===== src/rtl/board_ram_arbiter_pkg.sv =====
// Shared constants and types for the board RAM arbiter slice.
// No logic; latency and backpressure are defined by the modules that import it.
package board_ram_arbiter_pkg;

    localparam int RAM_ADDR_W  = 8;
    localparam int RAM_DATA_W  = 6;
    localparam int BOARD_COLS  = 10;
    localparam int BOARD_ROWS  = 24;
    localparam int COLOR_EMPTY = 0;

    localparam int REQ_COLLIDE = 0;
    localparam int REQ_ROTATE  = 1;
    localparam int REQ_WRITE   = 2;
    localparam int REQ_CLEAR   = 3;

    typedef enum logic {
        ST_IDLE  = 1'b0,
        ST_OWNED = 1'b1
    } arb_state_t;

    function automatic int ptr_w(input int n);
        return (n > 1) ? $clog2(n) : 1;
    endfunction

endpackage


===== src/rtl/board_ram_arbiter_if.sv =====
// Requester-side bundle of the board RAM arbiter: request/address/data in, grant/read data out.
// Latency: none (wires); backpressure: requesters hold req until they own the grant.
interface board_ram_arbiter_if
    import board_ram_arbiter_pkg::*;
#(
    parameter int NUM_REQ = 4,
    parameter int ADDR_W  = RAM_ADDR_W,
    parameter int DATA_W  = RAM_DATA_W
);
    logic [NUM_REQ-1:0]        req;
    logic [NUM_REQ*ADDR_W-1:0] req_addr;
    logic [NUM_REQ*DATA_W-1:0] req_wdata;
    logic [NUM_REQ-1:0]        req_wren;
    logic [NUM_REQ-1:0]        grant;
    logic [DATA_W-1:0]         rdata;
    logic [NUM_REQ-1:0]        rdata_valid;
    logic                      busy;

    modport master (
        output req, req_addr, req_wdata, req_wren,
        input  grant, rdata, rdata_valid, busy
    );

    modport slave (
        input  req, req_addr, req_wdata, req_wren,
        output grant, rdata, rdata_valid, busy
    );
endinterface


===== src/rtl/board_ram_arbiter_rr_pick.sv =====
// Round-robin picker: first set bit of req at or after ptr, wrapping; one-hot result.
// Latency: combinational; backpressure: none.
module board_ram_arbiter_rr_pick
    import board_ram_arbiter_pkg::*;
#(
    parameter  int N  = 4,
    localparam int PW = ptr_w(N)
)(
    input  logic [N-1:0]  req,
    input  logic [PW-1:0] ptr,
    output logic [N-1:0]  win,
    output logic          any
);
    logic [PW:0] slot;

    always_comb begin
        win  = '0;
        any  = 1'b0;
        slot = '0;
        for (int k = 0; k < N; k++) begin
            slot = {1'b0, ptr} + (PW+1)'(k);
            if (slot >= (PW+1)'(N)) begin
                slot = slot - (PW+1)'(N);
            end
            if (!any && req[slot[PW-1:0]]) begin
                win[slot[PW-1:0]] = 1'b1;
                any               = 1'b1;
            end
        end
    end

endmodule


===== src/rtl/board_ram_arbiter.sv =====
// Round-robin, grant-locked owner of the single-port board RAM; reads return 1 cycle after issue.
// Backpressure: requesters hold req until granted; owner change costs one bubble unless preempted by MAX_HOLD.
module board_ram_arbiter
    import board_ram_arbiter_pkg::*;
#(
    parameter int NUM_REQ  = 4,
    parameter int ADDR_W   = RAM_ADDR_W,
    parameter int DATA_W   = RAM_DATA_W,
    parameter int MAX_HOLD = 0
)(
    input logic                clk,
    input logic                reset,
    board_ram_arbiter_if.slave bus
);
    localparam int IW        = ptr_w(NUM_REQ);
    localparam int HW        = $clog2(MAX_HOLD + 2);
    localparam int DEPTH     = 1 << ADDR_W;
    localparam int HOLD_LAST = (MAX_HOLD > 0) ? MAX_HOLD - 1 : 0;
    localparam logic [HW-1:0] HOLD_LAST_V = HW'(HOLD_LAST);
    localparam logic [HW-1:0] HOLD_MAX_V  = HW'(MAX_HOLD);

    arb_state_t         state_q, state_d;
    logic [NUM_REQ-1:0] grant_q, grant_d;
    logic [IW-1:0]      ptr_q, ptr_d;
    logic [HW-1:0]      hold_q, hold_d;
    logic [NUM_REQ-1:0] rvld_q;

    logic [IW-1:0]      owner, owner_next, pick_ptr;
    logic [NUM_REQ-1:0] others, pick_req, pick_win, rd_issue;
    logic               owner_req, hold_hit, pick_any;

    logic [ADDR_W-1:0]  ram_addr;
    logic [DATA_W-1:0]  ram_data, ram_q;
    logic               ram_wren;
    logic [DATA_W-1:0]  mem [DEPTH];

    always_comb begin
        owner = '0;
        for (int i = 0; i < NUM_REQ; i++) begin
            if (grant_q[i]) begin
                owner = IW'(i);
            end
        end
    end

    assign owner_next = (owner == IW'(NUM_REQ - 1)) ? '0 : owner + 1'b1;
    assign owner_req  = |(bus.req & grant_q);
    assign others     = bus.req & ~grant_q;
    // Preempt on the owner's MAX_HOLD-th cycle so it gets exactly MAX_HOLD accesses.
    assign hold_hit   = (MAX_HOLD > 0) && (hold_q >= HOLD_LAST_V) && (|others);

    assign pick_req = (state_q == ST_OWNED) ? others     : bus.req;
    assign pick_ptr = (state_q == ST_OWNED) ? owner_next : ptr_q;

    board_ram_arbiter_rr_pick #(.N(NUM_REQ)) u_rr_pick (
        .req (pick_req),
        .ptr (pick_ptr),
        .win (pick_win),
        .any (pick_any)
    );

    always_comb begin
        state_d = state_q;
        grant_d = grant_q;
        ptr_d   = ptr_q;
        hold_d  = hold_q;
        case (state_q)
            ST_IDLE: begin
                if (pick_any) begin
                    grant_d = pick_win;
                    hold_d  = '0;
                    state_d = ST_OWNED;
                end
            end
            ST_OWNED: begin
                if (!owner_req || hold_hit) begin
                    grant_d = pick_win;
                    ptr_d   = owner_next;
                    hold_d  = '0;
                    state_d = pick_any ? ST_OWNED : ST_IDLE;
                end else if (hold_q < HOLD_MAX_V) begin
                    hold_d = hold_q + 1'b1;
                end
            end
        endcase
    end

    always_ff @(posedge clk) begin
        if (reset) begin
            state_q <= ST_IDLE;
            grant_q <= '0;
            ptr_q   <= '0;
            hold_q  <= '0;
            rvld_q  <= '0;
        end else begin
            state_q <= state_d;
            grant_q <= grant_d;
            ptr_q   <= ptr_d;
            hold_q  <= hold_d;
            rvld_q  <= rd_issue;
        end
    end

    // Write is gated by reset so a burst caught by reset leaves the RAM untouched.
    always_comb begin
        ram_addr = '0;
        ram_data = DATA_W'(COLOR_EMPTY);
        ram_wren = 1'b0;
        rd_issue = '0;
        for (int i = 0; i < NUM_REQ; i++) begin
            if (grant_q[i]) begin
                ram_addr    = bus.req_addr[i*ADDR_W +: ADDR_W];
                ram_data    = bus.req_wdata[i*DATA_W +: DATA_W];
                ram_wren    = bus.req_wren[i] & bus.req[i] & ~reset;
                rd_issue[i] = bus.req[i] & ~bus.req_wren[i];
            end
        end
    end

    always_ff @(posedge clk) begin
        if (ram_wren) begin
            mem[ram_addr] <= ram_data;
        end
        ram_q <= mem[ram_addr];
    end

    assign bus.grant       = grant_q;
    assign bus.rdata       = ram_q;
    assign bus.rdata_valid = rvld_q;
    assign bus.busy        = |grant_q;

endmodule


===== src/flat_wrapper.sv =====
// flat-port wrapper written by rule: the top's interface ports become plain ports
module board_ram_arbiter_flat import board_ram_arbiter_pkg::*;
#(
    parameter int NUM_REQ  = 4,
    parameter int ADDR_W   = RAM_ADDR_W,
    parameter int DATA_W   = RAM_DATA_W,
    parameter int MAX_HOLD = 0
)
  (clk, reset, bus_req, bus_req_addr, bus_req_wdata, bus_req_wren, bus_grant, bus_rdata, bus_rdata_valid, bus_busy);
  board_ram_arbiter_if #(.NUM_REQ(NUM_REQ), .ADDR_W(ADDR_W), .DATA_W(DATA_W)) bus_i ();
  input logic clk;
  input logic reset;
  input wire logic [$bits(bus_i.req)-1:0] bus_req;
  input wire logic [$bits(bus_i.req_addr)-1:0] bus_req_addr;
  input wire logic [$bits(bus_i.req_wdata)-1:0] bus_req_wdata;
  input wire logic [$bits(bus_i.req_wren)-1:0] bus_req_wren;
  output wire logic [$bits(bus_i.grant)-1:0] bus_grant;
  output wire logic [$bits(bus_i.rdata)-1:0] bus_rdata;
  output wire logic [$bits(bus_i.rdata_valid)-1:0] bus_rdata_valid;
  output wire logic [$bits(bus_i.busy)-1:0] bus_busy;
  assign bus_i.req = bus_req;
  assign bus_i.req_addr = bus_req_addr;
  assign bus_i.req_wdata = bus_req_wdata;
  assign bus_i.req_wren = bus_req_wren;
  assign bus_grant = bus_i.grant;
  assign bus_rdata = bus_i.rdata;
  assign bus_rdata_valid = bus_i.rdata_valid;
  assign bus_busy = bus_i.busy;
  board_ram_arbiter #(.NUM_REQ(NUM_REQ), .ADDR_W(ADDR_W), .DATA_W(DATA_W), .MAX_HOLD(MAX_HOLD)) u_core (.clk(clk), .reset(reset), .bus(bus_i));
endmodule

===== config.mk =====
export PLATFORM = sky130hd
export DESIGN_NAME = board_ram_arbiter_flat
export DESIGN_NICKNAME = d
export VERILOG_FILES = /design/src/rtl/board_ram_arbiter_pkg.sv /design/src/rtl/board_ram_arbiter_if.sv /design/src/rtl/board_ram_arbiter_rr_pick.sv /design/src/rtl/board_ram_arbiter.sv /design/src/flat_wrapper.sv
export SDC_FILE = /design/constraint.sdc
export NUM_CORES = 2
export LEC_CHECK = 0
export ABC_CLOCK_PERIOD_IN_PS = 14700
export BUFFER_PORTS_ARGS = -buffer_cell sky130_fd_sc_hd__clkbuf_2
export CORE_UTILIZATION = 45
export DETAILED_ROUTE_END_ITERATION = 6
export PLACE_DENSITY = 0.59
export SETUP_SLACK_MARGIN = 0.2
export SKIP_CTS_REPAIR_TIMING = 1
export SYNTH_ARGS = -nofsm -noshare
export SYNTH_HDL_FRONTEND = slang
export SYNTH_SLANG_ARGS = --single-unit

===== constraint.sdc =====
create_clock -name clk -period 14.7 [get_ports clk]
set_input_delay 1.47 -clock clk [delete_from_list [all_inputs] [get_ports clk]]
set_output_delay 1.47 -clock clk [all_outputs]
set_load 0.005 [all_outputs]

==> summary.md <==
| Metric | Value |
|---|---|
| IO Count | 81 |
| WP buf/inv | 4 |
| Delay-heaviest family, CP | simple AND/OR/NAND/NOR gates |
| Util after Layout | 50.91% |
| Critical Path RT | 15330 ps |
| Nets@finish | 3724 |
| Reg clk slew, reported paths | 60 ps |
| Min Tclk post-route | 6270 ps |
| Max-slew violations | 0 |
| Total Routing Usage GR | 23.34% |
| CTS sink count | 1553 |
| Dominant synthesized flop cell | edfxtp_1 |
| Crit. End Element | flop |
| Slew headroom | 12.80% |
| Levels on crit path | 12 |
| Fin crit share | 42.65% |
| Post-route ant nets | 0 |
| Pre-antenna DRT Iters | 7 |
| WHS Path Cells | 2 |
| Max cap viols | 0 |
| Root Buffer | clkbuf_16 |
| Setup_tns | 0 ps |
| Library cells used by synthesis | 61 |
| Leak | 22.23 nW |
| Die Width | 370.5 µm |
| Syn Area/Cell | 17.14 µm² |
| Reg-to-Reg End | u_core.bus.rdata[4]$_DFF_P_ |
| P&R area growth vs syn | 11.74% |
| EDFF count, synth | 1536 |
| Warnings, synthesis | 0 |
| Post-Syn Area | 61110 µm² |
| Share of cells above drive strength 1 | 12.72% |
| Vias per cell | 6.005 |
| Vias in the first global route | 32070 |
| RSZ-0062 raised after global routing | false |
| Core area | 134100 µm² |
| Placed wire-length estimate | 93.75 mm |
| Slowest stage cell, crit path | nor4_1 |
| CTS tree | yes |
| Final-layout fill cell count | 10980 |
| Peak Freq | 0.1595 GHz |
| PortBufs | 80 |
| CP Cell Sequence | nand2b_1 > o221ai_4 > buf_4 > buf_12 > nand2_4 > buf_4 > buf_4 > o22ai_1 > nor4_1 > nor2_1 > a211oi_1 > nor4_1 |
| Antenna violations before repair | 5 |
| Arrival @ worst endpoint | 6900 ps |
| Status | finished clean |
| Die Ht | 370.5 µm |
| FF-to-FF path depth | 12 |
| Share of async-settable or async-resettable flops after synthesis | 0% |
| CP Launch Type | flop |
| Vias | 33280 |
| Grt ovf | 0 |
| Worst hold path class | reg -> reg |
| WL final | 161.0 mm |
| Sequential share of the synthesized area | 76.03% |
| DRC violations left | 0 |
| First-pass GRT wire length | 230.7 mm |
| Most frequent cells in the layout | edfxtp_1 (1536), mux2i_1 (542), nor2_1 (288), o22ai_1 (272), nand2_1 (190) |
| Antenna Cells | 0 |
| Final setup violating endpoints | 0 |
| Slew @ Worst Pin | 1290 ps |
| Reg2reg start | u_core.bus.grant[3]$_SDFFE_PP0P_ |
| Mean routed wirelength per cell | 29.04 µm |
| CTS Buf Count | 158 |
| Syn Nets | 3636 |
| CP most frequent cell | buf_4 |
| Cell Pwr Density | 231.2 nW/µm² |
| Critical path fanouts, max | 111 |
| Drt initial violations | 3595 |
| Cell count after synthesis | 3565 |
| Worst clock skew | 25.12 ps |
| Pin count of the biggest net entering global routing | 219 |
| RePlAce Congestion | 0.8198 |
| Clock Path Buffers | 3 |
| Worst hold slack | 486.9 ps |
| Kind of critical path | reg -> reg |
| Final hold viol count | 0 |
| Reg-to-reg setup timing slack | 8430 ps |
| Hold Startpoint | u_core.ptr_q[0]$_SDFFE_PP0P_ |
| Crit-path max cell delay | 1120 ps |
| Rows | 134 |
| Area of the die | 137300 µm² |
| Initial Util | 45.56% |
| Endpoint, Worst Hold | u_core.ptr_q[0]$_SDFFE_PP0P_ |
| Most common cell after layout, fill and taps aside | edfxtp_1 |
| Synthesis-stage register bit count | 1553 |
| Worst vdd ir | 0.2350 mV |
| H-tree levels | 4 |
| Worst-Skew Late Latency | 790 ps |
per-layer routing:
| layer | up-vias | part of all wire, % | routed length, µm | GRT usage, % |
|---|---|---|---|---|
| met5 | - | 0.0081 | 13 | 0 |
| li1 | 14400 | - | - | - |
| met4 | 2 | 2.4 | 3857 | 6.497 |
| met2 | 1455 | 47 | 76060 | 36.83 |
| met1 | 17200 | 42 | 68100 | 33.33 |
| met3 | 233 | 8.0 | 12920 | 4.168 |
synthesized netlist by cell type (4+ instances only):
cell type  count  area share [%]
a211oi_1       5           0.061
mux2i_1      542             8.9
mux4_2        84             3.1
nor4_1        70            0.72
a21o_1         4           0.049
o22ai_1      272             2.8
mux2_2         4           0.074
a221oi_1       6           0.086
buf_6          6            0.11
o22a_1        10            0.14
buf_2         70            0.57
a21oi_1      132             1.1
clkbuf_1      92            0.57
inv_1          5           0.031
buf_1         11           0.068
dfxtp_1       17            0.56
ha_1           5            0.10
o221ai_1      24            0.34
edfxtp_1    1536              75
nor4b_1       10            0.14
nor3_1        25            0.20
nor2b_1        6           0.061
nand2b_1       6           0.061
nand3_1        6           0.049
o21ai_0        8           0.066
a22oi_1       18            0.22
nand2_1      203             1.2
a22o_1        16            0.23
buf_4         36            0.44
nor2_1       288             1.8
layout make-up:
cell class	count	area (µm²)	share of cell area [%]
inverters	5	18.77	0.02748
flip-flops and latches	1553	46470	68.05
well taps	1768	2212	3.240
repair buffers	143	960.9	1.407
multi-input cells	1792	13730	20.11
clock buffers	199	4223	6.184
clock inverters	83	671.9	0.9839
report_power, final:
group          internal, mW  switching [mW]  total (mW)
Combinational          1.85            4.31        6.16
Clock                  2.17            1.66        3.84
Sequential             5.74          0.0500        5.79
Total                  9.76            6.03        15.8
state kept, by name (all words and copies together) (netlist names):
signal                  count
u_core.ptr_q                2
u_core.state_q              1
u_core.bus.rdata_valid      4
u_core.mem               1536
u_core.bus.rdata            6
u_core.bus.grant            4
how the worst max path moves through the flow:
stage / start / to / slack (ps)
global placement: bus_req_addr[1] / u_core.bus.rdata[5]$_DFF_P_ / 7750
global route: u_core.bus.grant[3]$_SDFFE_PP0P_ / u_core.bus.rdata[5]$_DFF_P_ / 8280
detailed placement: bus_req_addr[1] / u_core.bus.rdata[5]$_DFF_P_ / 7690
finish: u_core.bus.grant[3]$_SDFFE_PP0P_ / u_core.bus.rdata[4]$_DFF_P_ / 8430
CTS: u_core.bus.grant[3]$_SDFFE_PP0P_ / u_core.bus.rdata[5]$_DFF_P_ / 8410
floorplan: bus_req_wdata[8] / u_core.mem[0][2]$_DFFE_PP_ / 920
worst min-delay path: stages (launching register included):
cell and delay (ps):
dfxtp_1 320, a21oi_1 60, nor2_1 70
metrics by stage:
step	worst slack, ps	total power [mW]	area [µm²]	std cells
final	8430	15.79	68290	5543
after global routing	8282	16.29	68290	5543
after CTS	8411	15.84	68290	5543
after detailed placement	7686	12.03	63390	5261
after global placement	7754	11.98	63390	5261
after floorplan	917.0	10.25	61110	3565
kinds of logic after synthesis:
logic type | synth area share, %
buffers and inverters | 1.789
multiplexers | 12.05
AND/OR/NAND/NOR | 4.486
adder cells (fa/ha/maj) | 0.1024
flip-flops | 76.03
AO/OA/AOI/OAI | 5.544
Power figures use the tool's default switching activity.
